File: config.mk
export PLATFORM = sky130hd
export DESIGN_NAME = mips_mc_controller
export DESIGN_NICKNAME = d
export VERILOG_FILES = /design/src/rtl/mips_mc_pkg.sv /design/src/rtl/mips_mc_ctrl_decode.sv /design/src/rtl/mips_mc_controller.sv
export SDC_FILE = /design/constraint.sdc
export NUM_CORES = 1
export LEC_CHECK = 0
export BUFFER_PORTS_ARGS = -buffer_cell sky130_fd_sc_hd__buf_2
export CAP_MARGIN = 10
export CORE_ASPECT_RATIO = 1.1
export CORE_MARGIN = 3
export CORE_UTILIZATION = 25
export CTS_CLUSTER_DIAMETER = 200
export CTS_CLUSTER_SIZE = 24
export DETAILED_ROUTE_END_ITERATION = 6
export PLACE_DENSITY = 0.54
export SLEW_MARGIN = 20
export SYNTH_ARGS = -nofsm -noshare
export SYNTH_HDL_FRONTEND = slang
export SYNTH_SLANG_ARGS = --single-unit
File: constraint.sdc
create_clock -name clk -period 2.3 [get_ports clk]
set_clock_uncertainty 0.2 [all_clocks]
set_input_delay 0.23 -clock clk [delete_from_list [all_inputs] [get_ports clk]]
set_output_delay 0.23 -clock clk [all_outputs]
set_load 0.005 [all_outputs]
File: src/rtl/mips_mc_pkg.sv
// Shared definitions for the MIPS multicycle control FSM.
//   - 4-bit state encodings and the state_t type
//   - opcode / func constants recognised by the decoder
//   - datapath select encodings (RegDst, MemToReg, ALUSrcB, ALUOp, PCSrc)
//   - ctrl_t: the full control word driven into the datapath
//   - decode_next(): DECODE-state dispatch from opcode/func

package mips_mc_pkg;

    localparam int unsigned StateW = 4;

    typedef logic [StateW-1:0] state_t;

    localparam state_t S_FETCH  = 4'd0;
    localparam state_t S_DECODE = 4'd1;
    localparam state_t S_MEMADR = 4'd2;
    localparam state_t S_MEMRD  = 4'd3;
    localparam state_t S_MEMWB  = 4'd4;
    localparam state_t S_MEMWR  = 4'd5;
    localparam state_t S_REXEC  = 4'd6;
    localparam state_t S_RWB    = 4'd7;
    localparam state_t S_IEXEC  = 4'd8;
    localparam state_t S_IWB    = 4'd9;
    localparam state_t S_BEQ    = 4'd10;
    localparam state_t S_JUMP   = 4'd11;
    localparam state_t S_JAL    = 4'd12;
    localparam state_t S_JR     = 4'd13;

    localparam logic [5:0] OP_RTYPE = 6'h00;
    localparam logic [5:0] OP_LW    = 6'h23;
    localparam logic [5:0] OP_SW    = 6'h2B;
    localparam logic [5:0] OP_BEQ   = 6'h04;
    localparam logic [5:0] OP_J     = 6'h02;
    localparam logic [5:0] OP_JAL   = 6'h03;
    localparam logic [5:0] OP_ADDI  = 6'h08;
    localparam logic [5:0] OP_SLTI  = 6'h0A;
    localparam logic [5:0] FN_JR    = 6'h08;

    localparam logic [1:0] REGDST_RT = 2'b00;
    localparam logic [1:0] REGDST_RD = 2'b01;
    localparam logic [1:0] REGDST_RA = 2'b10;

    localparam logic [1:0] MEMTOREG_ALU = 2'b00;
    localparam logic [1:0] MEMTOREG_MDR = 2'b01;
    localparam logic [1:0] MEMTOREG_PC  = 2'b10;

    localparam logic [1:0] ALUSRCB_B       = 2'b00;
    localparam logic [1:0] ALUSRCB_FOUR    = 2'b01;
    localparam logic [1:0] ALUSRCB_IMM     = 2'b10;
    localparam logic [1:0] ALUSRCB_IMM_SH2 = 2'b11;

    localparam logic [1:0] ALUOP_ADD  = 2'b00;
    localparam logic [1:0] ALUOP_SUB  = 2'b01;
    localparam logic [1:0] ALUOP_FUNC = 2'b10;
    localparam logic [1:0] ALUOP_SLT  = 2'b11;

    localparam logic [1:0] PCSRC_ALU    = 2'b00;
    localparam logic [1:0] PCSRC_ALUOUT = 2'b01;
    localparam logic [1:0] PCSRC_JUMP   = 2'b10;
    localparam logic [1:0] PCSRC_REG    = 2'b11;

    typedef struct packed {
        logic       pc_write;
        logic       pc_write_cond;
        logic       iord;
        logic       mem_read;
        logic       mem_write;
        logic       ir_write;
        logic       reg_write;
        logic [1:0] reg_dst;
        logic [1:0] mem_to_reg;
        logic       alu_src_a;
        logic [1:0] alu_src_b;
        logic [1:0] alu_op;
        logic [1:0] pc_src;
    } ctrl_t;

    localparam ctrl_t CTRL_IDLE = '0;

    // Returns S_FETCH for any unsupported opcode/func; the caller flags that as illegal.
    function automatic state_t decode_next(input logic [5:0] op, input logic [5:0] fn);
        state_t nxt;
        case (op)
            OP_LW, OP_SW:      nxt = S_MEMADR;
            OP_RTYPE:          nxt = (fn == FN_JR) ? S_JR : S_REXEC;
            OP_BEQ:            nxt = S_BEQ;
            OP_J:              nxt = S_JUMP;
            OP_JAL:            nxt = S_JAL;
            OP_ADDI, OP_SLTI:  nxt = S_IEXEC;
            default:           nxt = S_FETCH;
        endcase
        return nxt;
    endfunction

endpackage

File: src/rtl/mips_mc_ctrl_decode.sv
// Pure combinational state-to-control-word decoder for the multicycle controller.
// Ports:
//   state_i      current FSM state
//   slti_i       IEXEC is executing slti (selects ALUOp slt instead of add)
//   mem_ready_i  memory handshake, qualifies the FETCH-cycle IR/PC loads
//   ctrl_o       full datapath control word (unlisted fields are 0)

module mips_mc_ctrl_decode
    import mips_mc_pkg::*;
(
    input  state_t state_i,
    input  logic   slti_i,
    input  logic   mem_ready_i,
    output ctrl_t  ctrl_o
);

    always_comb begin
        ctrl_o = CTRL_IDLE;
        case (state_i)
            S_FETCH: begin
                ctrl_o.mem_read  = 1'b1;
                ctrl_o.alu_src_b = ALUSRCB_FOUR;
                // IR and PC only load once the instruction word is actually back.
                ctrl_o.ir_write  = mem_ready_i;
                ctrl_o.pc_write  = mem_ready_i;
            end
            S_DECODE: begin
                // Speculative branch target into ALUOut.
                ctrl_o.alu_src_b = ALUSRCB_IMM_SH2;
            end
            S_MEMADR: begin
                ctrl_o.alu_src_a = 1'b1;
                ctrl_o.alu_src_b = ALUSRCB_IMM;
            end
            S_MEMRD: begin
                ctrl_o.iord     = 1'b1;
                ctrl_o.mem_read = 1'b1;
            end
            S_MEMWB: begin
                ctrl_o.reg_write  = 1'b1;
                ctrl_o.reg_dst    = REGDST_RT;
                ctrl_o.mem_to_reg = MEMTOREG_MDR;
            end
            S_MEMWR: begin
                ctrl_o.iord      = 1'b1;
                ctrl_o.mem_write = 1'b1;
            end
            S_REXEC: begin
                ctrl_o.alu_src_a = 1'b1;
                ctrl_o.alu_src_b = ALUSRCB_B;
                ctrl_o.alu_op    = ALUOP_FUNC;
            end
            S_RWB: begin
                ctrl_o.reg_write  = 1'b1;
                ctrl_o.reg_dst    = REGDST_RD;
                ctrl_o.mem_to_reg = MEMTOREG_ALU;
            end
            S_IEXEC: begin
                ctrl_o.alu_src_a = 1'b1;
                ctrl_o.alu_src_b = ALUSRCB_IMM;
                ctrl_o.alu_op    = slti_i ? ALUOP_SLT : ALUOP_ADD;
            end
            S_IWB: begin
                ctrl_o.reg_write  = 1'b1;
                ctrl_o.reg_dst    = REGDST_RT;
                ctrl_o.mem_to_reg = MEMTOREG_ALU;
            end
            S_BEQ: begin
                ctrl_o.alu_src_a     = 1'b1;
                ctrl_o.alu_src_b     = ALUSRCB_B;
                ctrl_o.alu_op        = ALUOP_SUB;
                ctrl_o.pc_write_cond = 1'b1;
                ctrl_o.pc_src        = PCSRC_ALUOUT;
            end
            S_JUMP: begin
                ctrl_o.pc_write = 1'b1;
                ctrl_o.pc_src   = PCSRC_JUMP;
            end
            S_JAL: begin
                ctrl_o.pc_write   = 1'b1;
                ctrl_o.pc_src     = PCSRC_JUMP;
                ctrl_o.reg_write  = 1'b1;
                ctrl_o.reg_dst    = REGDST_RA;
                ctrl_o.mem_to_reg = MEMTOREG_PC;
            end
            S_JR: begin
                ctrl_o.pc_write = 1'b1;
                ctrl_o.pc_src   = PCSRC_REG;
            end
            default: ;
        endcase
    end

endmodule

File: src/rtl/mips_mc_controller.sv
// Moore multicycle control FSM for the MIPS multicycle datapath.
// Ports:
//   clk, rst        rising-edge clock, synchronous active-low reset
//   opcode, func    IR[31:26] / IR[5:0], sampled only in DECODE
//   mem_ready       memory access completes this cycle (FETCH, MEMRD, MEMWR only)
//   pc_write .. pc_src   datapath enables and mux selects
//   illegal         one-cycle pulse in the FETCH after an unsupported instruction
//   state_dbg       current state encoding

module mips_mc_controller
    import mips_mc_pkg::*;
#(
    parameter int unsigned OPW    = 6,
    parameter int unsigned ALUOPW = 2
) (
    input  logic              clk,
    input  logic              rst,
    input  logic [OPW-1:0]    opcode,
    input  logic [OPW-1:0]    func,
    input  logic              mem_ready,
    output logic              pc_write,
    output logic              pc_write_cond,
    output logic              iord,
    output logic              mem_read,
    output logic              mem_write,
    output logic              ir_write,
    output logic              reg_write,
    output logic [1:0]        reg_dst,
    output logic [1:0]        mem_to_reg,
    output logic              alu_src_a,
    output logic [1:0]        alu_src_b,
    output logic [ALUOPW-1:0] alu_op,
    output logic [1:0]        pc_src,
    output logic              illegal,
    output logic [3:0]        state_dbg
);

    state_t state_q, state_d;
    logic   slti_q, slti_d;
    logic   sw_q, sw_d;
    logic   illegal_q, illegal_d;
    state_t dispatch;
    ctrl_t  ctrl;
    ctrl_t  ctrl_gated;

    assign dispatch = decode_next(opcode, func);

    always_comb begin
        state_d   = S_FETCH;
        slti_d    = slti_q;
        sw_d      = sw_q;
        illegal_d = 1'b0;
        case (state_q)
            S_FETCH:  state_d = mem_ready ? S_DECODE : S_FETCH;
            S_DECODE: begin
                state_d   = dispatch;
                // Only these two bits of the opcode matter after DECODE.
                slti_d    = (opcode == OP_SLTI);
                sw_d      = (opcode == OP_SW);
                illegal_d = (dispatch == S_FETCH);
            end
            S_MEMADR: state_d = sw_q ? S_MEMWR : S_MEMRD;
            S_MEMRD:  state_d = mem_ready ? S_MEMWB : S_MEMRD;
            S_MEMWB:  state_d = S_FETCH;
            S_MEMWR:  state_d = mem_ready ? S_FETCH : S_MEMWR;
            S_REXEC:  state_d = S_RWB;
            S_RWB:    state_d = S_FETCH;
            S_IEXEC:  state_d = S_IWB;
            S_IWB:    state_d = S_FETCH;
            S_BEQ, S_JUMP, S_JAL, S_JR: state_d = S_FETCH;
            default:  state_d = S_FETCH;
        endcase
    end

    always_ff @(posedge clk) begin
        if (!rst) begin
            state_q   <= S_FETCH;
            slti_q    <= 1'b0;
            sw_q      <= 1'b0;
            illegal_q <= 1'b0;
        end else begin
            state_q   <= state_d;
            slti_q    <= slti_d;
            sw_q      <= sw_d;
            illegal_q <= illegal_d;
        end
    end

    mips_mc_ctrl_decode u_decode (
        .state_i     (state_q),
        .slti_i      (slti_q),
        .mem_ready_i (mem_ready),
        .ctrl_o      (ctrl)
    );

    // Holding rst low forces every enable and select to zero, so an aborted
    // instruction cannot complete a write in the reset cycle.
    always_comb begin
        ctrl_gated = rst ? ctrl : CTRL_IDLE;
    end

    assign pc_write      = ctrl_gated.pc_write;
    assign pc_write_cond = ctrl_gated.pc_write_cond;
    assign iord          = ctrl_gated.iord;
    assign mem_read      = ctrl_gated.mem_read;
    assign mem_write     = ctrl_gated.mem_write;
    assign ir_write      = ctrl_gated.ir_write;
    assign reg_write     = ctrl_gated.reg_write;
    assign reg_dst       = ctrl_gated.reg_dst;
    assign mem_to_reg    = ctrl_gated.mem_to_reg;
    assign alu_src_a     = ctrl_gated.alu_src_a;
    assign alu_src_b     = ctrl_gated.alu_src_b;
    assign alu_op        = ctrl_gated.alu_op;
    assign pc_src        = ctrl_gated.pc_src;
    assign illegal       = rst & illegal_q;
    assign state_dbg     = state_q;

endmodule

==> impl_table.tex, run 1 <==
\begin{tabular}{lr}
\hline
Metric & Value \\
\hline
\multicolumn{2}{l}{\textbf{Status}} \\
\quad Result of the run & completed \\
\multicolumn{2}{l}{\textbf{Pwr}} \\
\quad Cell Pwr Density & 319 mW/mm\^{}2 \\
\quad Peak supply drop & 0.164 mV \\
\quad Leakage dissipation & 0.446 nW \\
\multicolumn{2}{l}{\textbf{Global route}} \\
\quad Maximum number of pins on one net before global-route repair & 17 \\
\quad GRT Resource Usage Total & 13.0\% \\
\quad First-pass GRT wire length & 3750 microns \\
\quad Final global-route overflow total & 0 \\
\quad Initial antenna violation count & 0 \\
\quad Via count of the first global-routing pass & 875 \\
\multicolumn{2}{l}{\textbf{Route}} \\
\quad Via count of the routed design & 958 \\
\quad DRC Markers & 0 \\
\quad Via density per instance & 5.35 \\
\quad Final antenna-violating net count & 0 \\
\quad Drt wl/cell & 12.9 microns \\
\quad Total Wirelength & 2320 microns \\
\quad First-iteration detailed-routing DRC count & 20 \\
\quad First-pass iteration count of the detailed router & 4 \\
\multicolumn{2}{l}{\textbf{Synthesis}} \\
\quad Portion of synthesized cell area occupied by the leading cell type & 18.7\% \\
\quad Cell with the most instances after synthesis & nor2\_1 \\
\quad Ranking of synthesized cells by instance count & nor2\_1 (18), clkbuf\_1 (8), nand2\_1 (8) \\
\quad Number of enable-type register cells in the synthesized netlist & 0 \\
\quad Flip-flop and latch count after synthesis & 7 \\
\quad Leading post-synthesis cells by cell area & dfxtp\_1 (19\%), nor2\_1 (9.0\%), a21oi\_1 (4.0\%), clkbuf\_1 (4.0\%), nand2\_1 (4.0\%) \\
\quad Cell taking the most area after synthesis & dfxtp\_1 \\
\quad Synthesized net count & 126 \\
\quad Cell area after synthesis & 749 sq um \\
\quad Total number of yosys warnings & 0 \\
\quad Mapped Avg Cell Area & 6.75 sq um \\
\quad Async set or reset register ratio after synthesis & 0\% \\
\quad Post-synthesis cell type count & 39 \\
\quad Main synth FF type & dfxtp\_1 \\
\quad Fraction of the yosys area taken by sequential cells & 18.7\% \\
\quad Gate Count Post-Synth & 111 \\
\multicolumn{2}{l}{\textbf{Die}} \\
\quad Initial standard-cell utilization of the core & 26.5\% \\
\quad Core area & 0.00283 sq mm \\
\quad Total die area & 0.00369 sq mm \\
\quad I/O pin cnt & 38 \\
\quad Count of standard-cell rows & 20 \\
\quad DIE HEIGHT & 63.4 microns \\
\quad Die W & 58.2 microns \\
\multicolumn{2}{l}{\textbf{Critical path}} \\
\quad Worst Setup End Kind & output port \\
\quad Critical path fanouts, max & 11 \\
\quad R2R depth & 3 \\
\quad Worst path arrival time & 1.74 ns \\
\quad Worst r2r src & state\_dbg[0] \\
\quad Slack of the worst reg-to-reg path & 0.46 ns \\
\quad CP startpoint & state\_dbg[2] \\
\quad CP Data Required Time & 1.87 ns \\
\quad Destination of the worst register-to-register timing path & state\_dbg[0] \\
\quad Critical path launch point type & register \\
\quad Kind of critical path & register to output port \\
\multicolumn{2}{l}{\textbf{STA}} \\
\quad Number of failing setup endpoints in the final timing report & 0 \\
\quad Achievable frequency & 461 MHz \\
\quad Min Tclk post-route & 2.17 ns \\
\quad Slew Limit Headroom & 60.5\% \\
\quad Number of hold violations in the final report & 0 \\
\quad Number of max-slew violations in the final report & 0 \\
\quad Slew of the pin with the lowest slew margin & 0.590 ns \\
\quad Period utilisation layout & 94.4\% \\
\quad Post-route worst hold slack & 0.107 ns \\
\quad Final total negative setup slack & 0 ns \\
\quad Setup repair after global routing missed its margin & no \\
\multicolumn{2}{l}{\textbf{Hold path}} \\
\quad Hold Startpoint & opcode[3] \\
\quad Number of cells on the worst hold path & 3 \\
\quad Hold Path End & sw\_q \\
\quad Class of the tightest hold or removal check & input port to register \\
\multicolumn{2}{l}{\textbf{Clocking}} \\
\quad Maximum clock insertion buffer count & 2 \\
\quad CTS tree & built \\
\quad Number of sinks driven by the clock tree & 7 \\
\quad Depth of the CTS H-tree & 1 \\
\quad Worst-Skew Late Latency & 0.25 ns \\
\quad CTS Buf Count & 3 \\
\quad Cell at the root of the clock tree & clkbuf\_4 \\
\quad Count of hold-fix buffers inserted at cts & 0 \\
\quad Clk slew on worst S/H paths & 0.05 ns \\
\multicolumn{2}{l}{\textbf{Finish}} \\
\quad Share of the core filled with cells in the final layout & 35.2\% \\
\quad Area growth from synthesis to final layout & 32.7\% \\
\quad Number of nets in the layout & 162 \\
\quad Final design area excluding fillers & 995 sq um \\
\quad N\_diodes & 0 \\
\quad Final Instance Count excl. Fillers & 179 \\
\quad Layout cell share with drive strength beyond 1 & 33.6\% \\
\multicolumn{2}{l}{\textbf{Placed design}} \\
\quad Number of cells after detailed placement & 175 \\
\quad Count of port buffers added during placement & 37 \\
\quad Placer's final routability congestion estimate & 0.801 \\
\quad Cell area after placement & 961 sq um \\
\quad Placed wire-length estimate after detailed placement & 1790 microns \\
\multicolumn{2}{l}{\textbf{Flow run}} \\
\quad Number of max-cap violations & 0 \\
\hline
\end{tabular}
flip-flops by register name (all words and copies together) (netlist names):
name       cells
slti_q         1
sw_q           1
state_dbg      4
illegal_q      1
layout make-up:
class | count | area, sq um
Clock buffer | 4 | 26.3
Multi-Input combinational cell | 90 | 559
Inverter | 5 | 18.8
Fill cell | 320 | 1830
Tap cell | 33 | 41.3
Timing Repair Buffer | 40 | 208
Sequential cell | 7 | 141
critical path, stage by stage, from the launching register on:
cell and delay, ns:
dfxtp_1 0.54, inv_1 0.21, nand2_1 0.24, nor4_2 0.08, or2_2 0.28, buf_2 0.13
worst max path at each step:
stage	to	slack (ns)
after floorplan	state_dbg[1]	0.45
after global placement	state_dbg[1]	0.31
after detailed placement	state_dbg[1]	0.29
after CTS	pc_write	0.06
after global routing	pc_write	0.009
final	pc_write	0.13
where the power goes:
| group | leakage (nW) | internal, mW | switching [mW] |
|---|---|---|---|
| Clock | 0.0150 | 0.0662 | 0.0454 |
| Combinational | 0.373 | 0.0345 | 0.0411 |
| Sequential | 0.0573 | 0.124 | 0.00573 |
| Total | 0.446 | 0.225 | 0.0922 |
placed cells by master (no fill, tap or decap), types with 3 or more instances in the layout:
master,count
nor3_1,3
buf_4,3
o21ai_0,4
nor2_1,18
buf_2,37
nor4_1,3
a211oi_1,3
clkbuf_4,3
inv_1,5
nand3_1,3
and2_1,3
dfxtp_1,6
and3_1,4
nand2_1,8
o211ai_1,3
a21oi_1,6
through the flow:
| stage | power (mW) | setup slack, ns |
|---|---|---|
| floorplan | 0.172 | 0.447 |
| CTS | 0.323 | 0.0582 |
| global route | 0.338 | 0.00873 |
| detailed placement | 0.207 | 0.285 |
| global placement | 0.206 | 0.310 |
| finish | 0.317 | 0.129 |
timing repair:
item,4_1_cts,5_1_grt
setup endpoints to repair,0,2
gates resized for setup,0,2
buffers inserted,0,0
routing by layer:
layer	global-route usage [%]	part of all wire, %	vias to the layer above	routed length, microns
met5	0	0	-	0
met3	2.87	9.5	5	221
met4	8.99	2.0	0	46
met2	20.2	44	42	1020
li1	-	-	480	-
met1	15.4	44	431	1030
logic make-up after synthesis:
group	Yosys count	share of synthesized area, %
DFF	7	18.7
buffers and inverters	14	7.51
AOI/OAI and AO/OA	29	26.2
and+or+nand+nor	56	41.1
muxes	3	4.17
xor gates and xnor gates	2	2.34
(Power assumes the default switching activity.)
==> inputs of run 2 (changes only) <==
--- a/config.mk
+++ b/config.mk
@@ -13,8 +13,9 @@
 export CTS_CLUSTER_DIAMETER = 200
 export CTS_CLUSTER_SIZE = 24
 export DETAILED_ROUTE_END_ITERATION = 6
-export PLACE_DENSITY = 0.54
+export PLACE_DENSITY = 0.52
 export SLEW_MARGIN = 20
 export SYNTH_ARGS = -nofsm -noshare
 export SYNTH_HDL_FRONTEND = slang
+export SYNTH_HIERARCHICAL = 1
 export SYNTH_SLANG_ARGS = --single-unit
==> constraint.sdc (replaced) <==
create_clock -name clk -period 2.2 [get_ports clk]
set_clock_uncertainty 0.2 [all_clocks]
set_input_delay 0.22 -clock clk [delete_from_list [all_inputs] [get_ports clk]]
set_output_delay 0.22 -clock clk [all_outputs]
set_load 0.005 [all_outputs]
==> run 2 against run 1 <==
Critical path depth up 1. Clock power up 61%. Hold slack better by 0.050 ns. Setup slack better by 0.12 ns. Non-clock buffer count up 3. Cell count up 22%. Total power up 31%. Final area up 24%. Critical endpoint unchanged. Highest routed layer unchanged.
==> impl_table.tex, run 2 <==
\begin{tabular}{lr}
\hline
Metric & Value \\
\hline
\multicolumn{2}{l}{\textbf{Critical path}} \\
\quad Critical path's top delay family & simple AND/OR/NAND/NOR gates \\
\quad CP Data Required Time & 1.78 ns (-0.09 ns) \\
\quad Critical-path cell with the highest stage delay & dfxtp\_1 \\
\quad Slack of the worst reg-to-reg path & 0.51 ns (+0.05 ns) \\
\quad R2R depth & 5 (+2) \\
\quad Buf/Inv on CP & 2 (unchanged) \\
\quad Ordered cell list for the critical path & buf\_4, nor2b\_1, a32o\_1, or2\_1, and2\_1, buf\_2 \\
\quad Critical path launch point type & register \\
\quad Delay of the slowest critical-path stage & 0.32 ns (-0.22 ns) \\
\quad Worst Setup End Kind & output port \\
\quad Worst r2r src & state\_dbg[0] \\
\quad Worst path arrival time & 1.53 ns (-0.21 ns) \\
\quad Critical path fanouts, max & 15 (+4) \\
\quad Destination of the worst register-to-register timing path & sw\_q \\
\quad Kind of critical path & register to output port \\
\multicolumn{2}{l}{\textbf{Hold path}} \\
\quad Hold Path End & state\_dbg[3] \\
\quad Class of the tightest hold or removal check & input port to register \\
\quad Number of cells on the worst hold path & 3 (unchanged) \\
\quad Hold Startpoint & rst \\
\multicolumn{2}{l}{\textbf{STA}} \\
\quad Setup repair after global routing missed its margin & no \\
\quad Slew of the pin with the lowest slew margin & 0.342 ns (-0.249 ns) \\
\quad Number of max-slew violations in the final report & 0 (unchanged) \\
\quad Achievable frequency & 514 MHz \\
\quad Number of hold violations in the final report & 0 (unchanged) \\
\quad Slew Limit Headroom & 77.2\% (+17 points) \\
\quad Number of failing setup endpoints in the final timing report & 0 (unchanged) \\
\quad Min Tclk post-route & 1.95 ns \\
\quad Final total negative setup slack & 0 ns (unchanged) \\
\quad Period utilisation layout & 88.5\% \\
\multicolumn{2}{l}{\textbf{Clocking}} \\
\quad Count of hold-fix buffers inserted at cts & 0 (unchanged) \\
\quad Setup bufs post-CTS & 0 (unchanged) \\
\quad CTS tree & built \\
\quad Number of sinks driven by the clock tree & 7 (unchanged) \\
\quad Clk slew on worst S/H paths & 0.04 ns (about the same) \\
\quad Cell at the root of the clock tree & clkbuf\_8 \\
\quad CTS Buf Count & 3 (unchanged) \\
\quad Maximum clock insertion buffer count & 2 (unchanged) \\
\quad Depth of the CTS H-tree & 1 (unchanged) \\
\quad Gates resized, CTS repair & 0 (unchanged) \\
\quad Worst-Skew Late Latency & 0.23 ns (-0.02 ns) \\
\multicolumn{2}{l}{\textbf{Finish}} \\
\quad Final design area excluding fillers & 0.00123 sq mm (+24\%) \\
\quad Fill cell count & 428 (+34\%) \\
\quad Most common cell after layout, fill and taps aside & buf\_2 \\
\quad N\_diodes & 0 (unchanged) \\
\quad Layout cell share with drive strength beyond 1 & 33.3\% (-0.23 points) \\
\quad Max reg flops & 4 (unchanged) \\
\quad Area growth from synthesis to final layout & 27.5\% \\
\quad Number of nets in the layout & 184 (+14\%) \\
\quad Highest-count cells in the layout ignoring fill and taps & buf\_2 (37), and2\_1 (20), nor2\_1 (14) \\
\multicolumn{2}{l}{\textbf{Synthesis}} \\
\quad Leading post-synthesis cells by cell area & dfxtp\_1 (15\%), and2\_1 (13\%), nor2\_1 (5.5\%), nor4b\_4 (4.9\%), a21oi\_1 (4.7\%) \\
\quad Number of enable-type register cells in the synthesized netlist & 0 (unchanged) \\
\quad Cell with the most instances after synthesis & and2\_1 \\
\quad Post-synthesis cell type count & 47 (+21\%) \\
\quad Portion of synthesized cell area occupied by the leading cell type & 14.5\% (-4.2 points) \\
\quad Cell taking the most area after synthesis & dfxtp\_1 \\
\quad Cell area after synthesis & 963 sq um (+29\%) \\
\quad Flip-flop and latch count after synthesis & 7 (unchanged) \\
\quad Mapped Avg Cell Area & 7.24 sq um (+7.3\%) \\
\quad Total number of yosys warnings & 6 (+6) \\
\quad Synthesized net count & 148 (+17\%) \\
\quad Ranking of synthesized cells by instance count & and2\_1 (20), nor2\_1 (14), a21oi\_1 (9) \\
\quad Main synth FF type & dfxtp\_1 \\
\quad Fraction of the yosys area taken by sequential cells & 14.5\% (-4.2 points) \\
\quad Gate Count Post-Synth & 133 (+20\%) \\
\quad Async set or reset register ratio after synthesis & 0\% (unchanged) \\
\multicolumn{2}{l}{\textbf{Global route}} \\
\quad Final global-route overflow total & 0 (unchanged) \\
\quad Initial antenna violation count & 0 (unchanged) \\
\quad Maximum number of pins on one net before global-route repair & 25 (+8) \\
\quad GRT Resource Usage Total & 10.8\% (-2.1 points) \\
\quad Via count of the first global-routing pass & 942 (+7.7\%) \\
\quad First-pass GRT wire length & 4140 microns (+11\%) \\
\multicolumn{2}{l}{\textbf{Route}} \\
\quad Via count of the routed design & 1029 (+7.4\%) \\
\quad First-pass iteration count of the detailed router & 4 (unchanged) \\
\quad Via density per instance & 4.72 (-12\%) \\
\quad DRC Markers & 0 (unchanged) \\
\quad Drt wl/cell & 11.1 microns (-14\%) \\
\quad Final antenna-violating net count & 0 (unchanged) \\
\quad Total Wirelength & 2420 microns (+4.6\%) \\
\quad First-iteration detailed-routing DRC count & 61 (+200\%) \\
\multicolumn{2}{l}{\textbf{Die}} \\
\quad Die W & 65.2 microns (+12\%) \\
\quad Total die area & 0.00464 sq mm (+26\%) \\
\quad Core area & 0.00368 sq mm (+30\%) \\
\quad DIE HEIGHT & 71.1 microns (+12\%) \\
\quad Initial standard-cell utilization of the core & 26.2\% (-0.35 points) \\
\quad Count of standard-cell rows & 23 (+15\%) \\
\quad I/O pin cnt & 38 (unchanged) \\
\multicolumn{2}{l}{\textbf{Flow run}} \\
\quad Number of max-cap violations & 0 (unchanged) \\
\multicolumn{2}{l}{\textbf{Pwr}} \\
\quad Peak supply drop & 0.146 mV (-11\%) \\
\quad Leakage dissipation & 0.535 nW (+20\%) \\
\quad Cell Pwr Density & 338 mW/mm\^{}2 (+6.0\%) \\
\quad Power consumption & 0.415 mW (+31\%) \\
\multicolumn{2}{l}{\textbf{Placed design}} \\
\quad Placed wire-length estimate after detailed placement & 1900 microns (+6.2\%) \\
\quad Count of port buffers added during placement & 37 (unchanged) \\
\quad Cell area after placement & 0.00118 sq mm (+23\%) \\
\quad Placer's final routability congestion estimate & 0.766 (-4.3\%) \\
\multicolumn{2}{l}{\textbf{Status}} \\
\quad Result of the run & completed \\
\hline
\end{tabular}
==> run 2: cell types whose count changed after synthesis, sizes merged, moves of 4 or more <==
cell	change
and2	+17
buf	+4
inv	-4
nand2	-4
nand2b	+4
nor2	-4
nor4	-4
or3	+4
==> run 2: tightest hold or removal path: stages <==
cell and delay, ns:
buf_2 0.20, nand2_1 0.09, a21oi_1 0.03
==> run 2: layer usage <==
| metal | vias to the layer above | share of wire (%) | GRT usage [%] |
|---|---|---|---|
| met3 | 2 | 6.1 | 0.635 |
| met2 | 38 | 46 | 18.1 |
| met1 | 445 | 47 | 14.2 |
| met5 | - | 0 | 0 |
| li1 | 544 | - | - |
| met4 | 0 | 0.95 | 4.84 |
==> run 2: power by group <==
group	leakage [nW]	total (mW)	internal, mW	switching (mW)
registers	0.0576	0.136	0.131	0.00540
clock network	0.0228	0.180	0.125	0.0551
logic	0.455	0.0986	0.0459	0.0528
==> run 2: stage by stage <==
stage | hold WS [ns] | setup WS, ns | util [%] | cells
final | 0.157 | 0.253 | 33.4 | 218
after CTS | 0.164 | 0.0972 | 33.3 | 218
after global routing | 0.204 | 0.113 | 33.4 | 218
after floorplan | 0.148 | 0.601 | - | 133
after global placement | 0.376 | 0.383 | 32.1 | 214
after detailed placement | 0.377 | 0.342 | 32.1 | 214
==> run 2: worst max-delay path by stage <==
stage | cells past startpoint | to | slack (ns) | startpoint
2_1_floorplan | 5 | state_dbg[2] | 0.60 | state_dbg[2]
3_3_place_gp | 5 | state_dbg[0] | 0.38 | state_dbg[0]
3_5_place_dp | 5 | pc_write | 0.34 | state_dbg[3]
4_1_cts | 5 | pc_write | 0.1 | state_dbg[3]
5_1_grt | 6 | alu_src_b[1] | 0.11 | state_dbg[0]
6_report | 6 | pc_write | 0.25 | state_dbg[2]
==> run 2: final cells by class <==
type                       instances  area (sq um)  area share [%]
multi-input combinational        113           744            60.6
timing repair buffer              43           230            18.7
sequential                         7           143            11.6
tap                               50          62.6            5.09
clock buffer                       4          45.0            3.67
inverter                           1          3.75           0.305
==> run 2: cells by family after synthesis <==
group / after synthesis / share of synthesized area (%)
buf+inv: 13 / 8.18
compound gates: 31 / 21.9
flops: 7 / 14.5
simple gates: 78 / 51.7
xor+xnor: 4 / 3.64
